==> config.mk <==
export PLATFORM = sky130hd
export DESIGN_NAME = tick_timer_ctrl
export DESIGN_NICKNAME = d
export VERILOG_FILES = /design/src/rtl/tick_timer_ctrl.sv
export SDC_FILE = /design/constraint.sdc
export NUM_CORES = 1
export LEC_CHECK = 0
export CORE_ASPECT_RATIO = 1.4
export CORE_UTILIZATION = 52
export CTS_CLUSTER_SIZE = 24
export DETAILED_ROUTE_END_ITERATION = 6
export PLACE_DENSITY_LB_ADDON = 0.1
export SKIP_LAST_GASP = 1
export SLEW_MARGIN = 10
export SYNTH_ARGS = -nofsm -noshare
export SYNTH_HDL_FRONTEND = slang
export SYNTH_SLANG_ARGS = --single-unit
==> constraint.sdc <==
create_clock -name clk -period 2.9 [get_ports clk]
set_input_delay 0.435 -clock clk [delete_from_list [all_inputs] [get_ports clk]]
set_output_delay 0.435 -clock clk [all_outputs]
set_load 0.1 [all_outputs]
==> src/rtl/tick_timer_ctrl.sv <==
// Down-count timer clocked by prescaler max_tick strobes.
// One-shot/periodic modes, pause/resume/abort and sticky irq/overrun flags.
module tick_timer_ctrl #(
  parameter int WIDTH = 16
) (
  input  logic             clk,
  input  logic             reset,
  input  logic             tick,
  input  logic             start,
  input  logic             stop,
  input  logic             periodic,
  input  logic [WIDTH-1:0] load_val,
  input  logic             irq_clr,
  output logic [WIDTH-1:0] count,
  output logic             busy,
  output logic             paused,
  output logic             done,
  output logic             irq,
  output logic             overrun
);

  typedef enum logic [1:0] {
    S_IDLE  = 2'd0,
    S_RUN   = 2'd1,
    S_PAUSE = 2'd2
  } state_t;

  state_t           r_state;
  state_t           w_state_nxt;
  logic [WIDTH-1:0] r_count;
  logic [WIDTH-1:0] w_count_nxt;
  logic             r_done;
  logic             r_irq;
  logic             r_ovr;
  logic             w_expire;
  logic             w_lv_zero;
  logic             w_last;

  assign w_lv_zero = (load_val == '0);
  // count is never 0 in RUN, so <=1 only matches the expiry tick
  assign w_last    = (r_count <= WIDTH'(1));

  always_ff @(posedge clk or posedge reset) begin
    if (reset) begin
      r_state <= S_IDLE;
      r_count <= '0;
    end else begin
      r_state <= w_state_nxt;
      r_count <= w_count_nxt;
    end
  end

  always_comb begin
    w_state_nxt = r_state;
    w_count_nxt = r_count;
    w_expire    = 1'b0;
    unique case (r_state)
      S_IDLE: begin
        if (start && !stop) begin
          if (w_lv_zero) begin
            w_expire = 1'b1;
          end else begin
            w_count_nxt = load_val;
            w_state_nxt = S_RUN;
          end
        end
      end
      S_RUN: begin
        if (stop) begin
          w_state_nxt = S_PAUSE;
        end else if (start) begin
          if (w_lv_zero) begin
            w_expire    = 1'b1;
            w_count_nxt = '0;
            w_state_nxt = S_IDLE;
          end else begin
            w_count_nxt = load_val;
          end
        end else if (tick) begin
          if (!w_last) begin
            w_count_nxt = r_count - WIDTH'(1);
          end else begin
            w_expire = 1'b1;
            if (periodic && !w_lv_zero) begin
              w_count_nxt = load_val;
            end else begin
              w_count_nxt = '0;
              w_state_nxt = S_IDLE;
            end
          end
        end
      end
      S_PAUSE: begin
        if (stop) begin
          w_count_nxt = '0;
          w_state_nxt = S_IDLE;
        end else if (start) begin
          w_state_nxt = S_RUN;
        end
      end
      default: begin
        w_count_nxt = '0;
        w_state_nxt = S_IDLE;
      end
    endcase
  end

  // Expiry beats a coincident clear for irq; a clear suppresses overrun
  always_ff @(posedge clk or posedge reset) begin
    if (reset) begin
      r_done <= 1'b0;
      r_irq  <= 1'b0;
      r_ovr  <= 1'b0;
    end else begin
      r_done <= w_expire;
      if (w_expire) begin
        r_irq <= 1'b1;
      end else if (irq_clr) begin
        r_irq <= 1'b0;
      end
      if (w_expire && r_irq && !irq_clr) begin
        r_ovr <= 1'b1;
      end else if (irq_clr) begin
        r_ovr <= 1'b0;
      end
    end
  end

  assign count   = r_count;
  assign busy    = (r_state != S_IDLE);
  assign paused  = (r_state == S_PAUSE);
  assign done    = r_done;
  assign irq     = r_irq;
  assign overrun = r_ovr;

endmodule

Yosys cells after proc, flatten, opt, wreduce, memory -nomap -nowiden
Index checks and enable logic that the tools add are counted.

$add $sub $neg: 1. $lt $le $gt $ge: 1. Equal/unequal tests: 12. Mux-type cells: 31. Reductions and logical operators: 14.

Operators with widths (number): $mux 16 (9); $pmux 16 s3 (1); $mux 2 (10); $le 16x1->1 const B (1); $logic_not 16->1 (1); $ne 4x4->1 const B (4); $sub 16x1->16 const B (1); $mux 1 (9); $ne 2x2->1 const B (4); $reduce_and 7->1 (1); $ne 3x3->1 const B (2); $pmux 2 s3 (1); $reduce_bool 2->1 (3); $reduce_and 5->1 (1); $logic_and 1x1->1 (4); $logic_not 1->1 (3); $eq 2x1->1 const B (1); $eq 2x2->1 const B (1); $logic_not 2->1 (1); $pmux 1 s2 (1).

Flip-flop bits (word level): 21. Input bits: 23. Output and inout bits: 21. Logic and storage cells: 64.

Depth between registers and ports, before layout
Gate-level depths: netlist (run 1).

Depth after elaboration: 9. Mapped depth: 7. Gate-level depth less buffers: 7.

Worst setup path before layout (run 1)
No wires, ideal clock.

Kind: reg2reg. Start point: reg r_count[0] (netlist: count[0]). End point: reg r_irq (netlist: irq). Arrival time: 2604 ps. Path slack: 176 ps. Stages on the path, launching flop included: 8. Buffers on the path: 0. Clock period less this slack: 2724 ps. Cell sequence: dfrtp_1 -> inv_1 -> ha_1 -> o21ai_0 -> nor3_2 -> a31o_1 -> and2_4 -> a21o_1.

Word-level cells in the longest chain between the ends: 7. Elaborated cells on any way between the ends: 8.

RTL lines: start, declared (line 30) `logic [WIDTH-1:0] r_count;`; start signal, assigned (line 49) `r_count <= w_count_nxt;`; $le 16x1->1 (*) (line 41) `assign w_last = (r_count <= WIDTH'(1));`; $mux 1 (*) (line 80) `if (!w_last) begin`; $mux 1 (*) (line 79) `end else if (tick) begin`; $mux 1 (*) (line 71) `end else if (start) begin`; $mux 1 (*) (line 69) `if (stop) begin`; $pmux 1 s2 (*) (line 57) `unique case (r_state)`; net w_expire (line 35) `logic w_expire;`; $mux 1 / $reduce_bool 2->1 (equally long branches); end signal, assigned (line 112) `r_irq <= 1'b0;`; end signal, assigned (line 117) `r_irq <= 1'b1;`; end signal, assigned (line 119) `r_irq <= 1'b0;`; end, declared (line 33) `logic r_irq;`.

The timed path passes the listed nets; every way through them passes the cells marked *. A chain may end at the register's enable or synchronous reset.

Worst setup path in the final report (run 1)
Start point: in load_val[11]. End point: reg r_count[14] (netlist: count[14]).

Word-level cells in the longest chain between the ends: 9. Elaborated cells on any way between the ends: 12.

RTL lines: start, declared (line 12) `input logic [WIDTH-1:0] load_val,`; $logic_not 16->1 (*) (line 39) `assign w_lv_zero = (load_val == '0);`; $logic_not 1->1 (line 84) `if (periodic && !w_lv_zero) begin`; $logic_and 1x1->1 (line 84); $mux 16 (line 84); $mux 16 (line 80); $mux 16 (line 79); $mux 16 (line 71); $mux 16 (line 69); $pmux 16 s3 (line 57).

Every way passes the cells marked *; elsewhere a longest branch is shown, timed or not. The select of a mux whose other input is x is not followed.

==> reports/metrics.yaml, run 1 <==
final_common_cell: "buf_4"
syn_inst: 178
route.detailed.drc: 0
power.density_nw_per_um2: 699
dp.cells: 261
relSlewSlack_pct: 35.4
met1_usage_pct: 33.8
async_flop_share_pct: 100
final.setup.tns_ps: 0
numCtsBuffers: 3
netlist_area_um2: 1580
seqPwrFrac_pct: 30.4
first_pass_iters: 5
synth-main-ff-cell: "dfrtp_1"
cpLargestDelayFamily: "compound AO/OA/AOI/OAI gates"
p_sw_uw: 791
cts_resized: 0
internal-power_uw: 664
start_util_pct: 54.8
setup_viol: 0
grt_pass1_vias: 1660
cp-end-kind: "flop"
p_clk_share_pct: 13.3
die_y_um: 67.2
cts_setup_buffers: 0
yosysWarnings: 0
status: "finished clean"
worst-path-max-fanout: 8
numPortBuffers: 43
synthTopCellsByArea: "dfrtp_1 33%, nor2_1 5.7%, a22o_1 5.0%"
grt_busiest_layer: "met2"
crit_arrival_ps: 2710
yosys.area.top_type_share_pct: 33.3
synth-seq-cells: 21
ir_drop_mv: 0.574
finalMaxSlewViolations: 0
vias_per_cell: 6.61
h-tree-depth: 1
grt-ovfl-total: 0
required_ps: 3040
area_growth_pct: 32.1
die_area_um2: 3260
synth_edf_count: 0
hp-class: "reg -> reg"
routed_wl_um: 4860
worst_pin_slew_ps: 961
pwr-share-comb_pct: 56.3
met3_usage_pct: 3.83
cts_tree: "done"
switching_share_pct: 54.3
avgSynthCellArea_um2: 8.86
path_clk_slew_ps: 80
yosysTopAreaCell: "dfrtp_1"
grt_pass1_wl_um: 7600
fin_skew_ps: 0.957
synthDistinctLibCells: 58
cts_root_buffer: "clkbuf_8"
grt_usage_pct: 30.7
drtIter0Drc: 99
syn-num-nets: 203
critical_path.max_stage_delay_ps: 810
hold_viol: 0
ys_seq_area_share_pct: 33.3
drive_gt1_share_pct: 22.4
cts.path.max_buffers: 2
leakagePower_uw: 0.000893
holdBufCountCts: 0
maxCapViolCount: 0
period_needed_ps: 2570
vias: 1751
fin_crit_sh_pct: 88.8
grt_max_degree: 22
clock_sinks: 21
crit_type: "in -> reg"
critPathSlowestCell: "o31ai_1"
diodes: 0
die_x_um: 48.5
use_met2_pct: 54.8
core_um2: 2880
gp_congestion: 0.928
most-common-layout-cells: "30 x buf_4, 24 x nor2_1, 22 x clkdlybuf4s50_1, 21 x dfrtp_1"
fmax_mhz: 388
antenna_found_initial: 0
wl_per_cell_um: 18.3
crit_path_start_kind: "input pin"
hpwl_um: 3730
rsz0062_at_grt: "no"
critPathBufInv: 2
ant_nets: 0
fin_cells: 265
nets: 254
path_cells: "clkdlybuf4s50_1, nor4_1, and4_1, o31ai_1, buf_4, o21ai_2, a21oi_2, o41ai_2"
ios: 44
clock_latency_ps: 260
rows: 23
[routing by layer]
layer / share of wire, % / up-vias
li1: - / 776
met1: 38 / 833
met5: 0 / -
met2: 50 / 112
met3: 7.0 / 30
met4: 5.3 / 0
[power by group through the flow]
stage	clock network, µW	registers, µW	logic, µW
after global routing	209	451	850
after CTS	195	438	814
after global placement	0	440	803
after floorplan	0	783	257
after detailed placement	0	444	811
final	194	442	819
[logic make-up after synthesis]
| kind of cell | Yosys count | share of synthesized area [%] |
|---|---|---|
| flip-flops | 21 | 33.3 |
| adder cells (fa/ha/maj) | 2 | 1.59 |
| XOR/XNOR | 7 | 3.89 |
| buffers and inverters | 16 | 4.36 |
| AO/OA/AOI/OAI | 64 | 33.2 |
| multiplexers | 1 | 0.635 |
| AND/OR/NAND/NOR | 67 | 23.0 |
[Yosys cell counts, types with 2 or more instances]
cell / number
o22ai_1: 5
a21oi_1: 6
clkbuf_1: 4
nor2_1: 24
nand2_1: 10
ha_1: 2
xnor2_1: 3
a21o_1: 4
inv_1: 10
o41ai_1: 2
o21a_1: 2
xor2_1: 4
o221ai_1: 2
o21ai_0: 5
o211ai_2: 2
o31ai_1: 2
a31oi_1: 2
nor4_1: 7
a22o_1: 9
nand2b_1: 2
nand3_1: 6
dfrtp_1: 21
a22oi_1: 6
nor3_1: 4
[tightest hold or removal path: cells and delay by family (launching register included)]
kind / cells / cell delay [ps]
AOI/OAI and AO/OA: 1 / 40
and+or+nand+nor: 1 / 90
DFF: 1 / 360
[registers in the layout, indices dropped and copies added (netlist names)]
name and count:
count 16, r_state 2, done 1, irq 1, overrun 1
[area by class of cell]
type / instances / area [µm²]
Multi-Input combinational cell: 141 / 982
Clock inverter: 1 / 5.00
Fill cell: 223 / 795
Sequential cell: 21 / 526
Clock buffer: 3 / 41.3
Timing Repair Buffer: 52 / 445
Tap cell: 37 / 46.3
Inverter: 10 / 37.5
[per-stage QoR]
stage / worst slack, ps / cell area (µm²) / hold WS, ps / util, % / power [µW]
final: 325 / 2080 / 530 / 72.4 / 1460
after global routing: 285 / 2080 / 548 / 72.4 / 1510
after detailed placement: 181 / 2040 / 517 / 70.8 / 1250
after CTS: 454 / 2080 / 535 / 72.4 / 1450
after global placement: 229 / 2040 / 486 / 70.8 / 1240
after floorplan: 176 / 1580 / 412 / - / 1040
[worst paths after layout]
check | start | slack (ps) | endpoint | depth (start not counted)
setup reg to reg | count[2] | 640 | count[10] | 6
min in group asynchronous | reset | 640 | count[7] | 2
hold reg to reg | overrun | 530 | overrun | 2
setup / recovery | load_val[11] | 330 | count[14] | 8
hold / removal | overrun | 530 | overrun | 2
max in group asynchronous | reset | 1750 | count[11] | 2
No activity file was read; power rests on OpenSTA's default activity.
==> inputs of run 2 (changes only) <==
--- a/config.mk
+++ b/config.mk
@@ -6,12 +6,12 @@
 export NUM_CORES = 1
 export LEC_CHECK = 0
 export CORE_ASPECT_RATIO = 1.4
-export CORE_UTILIZATION = 52
+export CORE_UTILIZATION = 50
 export CTS_CLUSTER_SIZE = 24
 export DETAILED_ROUTE_END_ITERATION = 6
+export MAX_ROUTING_LAYER = met4
 export PLACE_DENSITY_LB_ADDON = 0.1
 export SKIP_LAST_GASP = 1
-export SLEW_MARGIN = 10
 export SYNTH_ARGS = -nofsm -noshare
 export SYNTH_HDL_FRONTEND = slang
 export SYNTH_SLANG_ARGS = --single-unit
==> reports/metrics.yaml, run 2 (synthesis gave the netlist of run 1 again) <==
status: "finished clean"
crit_type: "in -> reg"
rr_endpoint: "count[13]"
internal-power_uw: 666
gp_congestion: 0.980
first_pass_iters: 4
drtIter0Drc: 81
switching_share_pct: 54.3
hp-class: "reg -> reg"
rows: 23
r2r_setup_slack_ps: 650
hold_depth: 2
die_area_um2: 3380
start_util_pct: 53.7
numCtsBuffers: 3
clock_sinks: 21
worst_pin_slew_ps: 851
cts_root_buffer: "clkbuf_8"
hpwl_um: 3700
relSlewSlack_pct: 43.2
fin_crit_sh_pct: 81.0
vias_per_cell: 6.33
grt-ovfl-total: 0
numPortBuffers: 43
path_cells: "clkdlybuf4s50_1, nor4_1, and4_1, o31a_1, nor2_1, nand3b_1, o311ai_0"
seqPwrFrac_pct: 30.2
h-tree-depth: 1
hold_start: "overrun"
wl_per_cell_um: 18.1
antenna_found_initial: 0
p_clk_share_pct: 13.4
reg2reg_depth: 7
period_needed_ps: 2350
rsz0062_at_grt: "no"
diodes: 0
die_y_um: 68.4
final.setup.tns_ps: 0
route.detailed.drc: 0
ir_drop_mv: 0.486
setup_viol: 0
cts_resized: 0
fmax_mhz: 426
fin_ws_ps: 552
critPathSlowestCell: "nor4_1"
rr_startpoint: "count[10]"
holdBufCountCts: 0
die_x_um: 49.5
critPathBufInv: 1
nets: 253
leakagePower_uw: 0.000886
area_growth_pct: 31.7
drive_gt1_share_pct: 22.0
core_um2: 2940
vias: 1672
cpLargestDelayFamily: "simple AND/OR/NAND/NOR gates"
routed_wl_um: 4780
grt_pass1_wl_um: 7600
maxCapViolCount: 0
final_common_cell: "buf_4"
most-common-layout-cells: "29 x buf_4, 24 x nor2_1, 22 x clkdlybuf4s50_1, 21 x dfrtp_1"
clock_latency_ps: 260
cts_setup_buffers: 0
worst-path-max-fanout: 7
largest_register_ffs: 16
crit_path_start_kind: "input pin"
post-place-ws_ps: 315
power.density_nw_per_um2: 702
holdPathEnd: "overrun"
grt_usage_pct: 31.2
critical_path.max_stage_delay_ps: 480
grt_max_degree: 22
hold_viol: 0
pwr-share-comb_pct: 56.4
path_clk_slew_ps: 80
p_sw_uw: 790
grt_pass1_vias: 1660
cts_tree: "done"
fin_skew_ps: 2.26
required_ps: 3020
ant_nets: 0
cp-end-kind: "flop"
crit_arrival_ps: 2470
finalMaxSlewViolations: 0
cts.path.max_buffers: 2
ios: 44
## run 2: cell types whose count changed in the layout (fill, tap and decap cells not counted), sizes merged
cell / before / now
buf: 30 / 29
## run 2: layout make-up
cell class | count | area (µm²)
Timing Repair Buffer | 51 | 438
Sequential cell | 21 | 526
Clock inverter | 1 | 5.00
Multi-Input combinational cell | 141 | 982
Clock buffer | 3 | 41.3
Tap cell | 37 | 46.3
Inverter | 10 | 37.5
Fill cell | 237 | 860
## run 2: layer usage
layer	GRT usage [%]	part of all wire [%]	vias to the layer above
li1	-	-	778
met1	31.9	39	790
met2	59.6	52	84
met3	3.11	5.3	20
met4	15.4	3.9	0
met5	-	0	-
## run 2: stage by stage
stage	hold WS [ps]	std cells	total power (µW)	area [µm²]	util, %
final	512	264	1460	2080	70.7
after global routing	543	264	1510	2080	70.7
after CTS	511	264	1450	2080	70.7
after detailed placement	493	260	1260	2030	69.1
after global placement	484	260	1250	2030	69.1
after floorplan	412	178	1040	1580	-
## run 2: power groups by stage
| stage | registers [µW] | logic [µW] | clock network [µW] |
|---|---|---|---|
| after floorplan | 783 | 257 | 0 |
| after global placement | 440 | 807 | 0 |
| after detailed placement | 443 | 817 | 0 |
| after CTS | 437 | 819 | 196 |
| after global routing | 451 | 857 | 207 |
| final | 440 | 822 | 195 |
## run 2: how the worst max path moves through the flow
stage,cells after the start,slack (ps),end,start
2_1_floorplan,7,180,irq,count[0]
3_3_place_gp,7,340,count[5],load_val[11]
3_5_place_dp,8,320,count[14],load_val[11]
4_1_cts,7,580,count[5],load_val[11]
5_1_grt,7,400,count[5],load_val[8]
6_report,7,550,count[5],load_val[8]
## run 2: worst reg2reg max path: stages (launching register included)
cell and delay [ps]:
dfrtp_1 440, or4_4 600, nand4bb_1 210, buf_4 210
nor3_1 290, a21o_1 190, o211ai_2 90, o21a_1 120
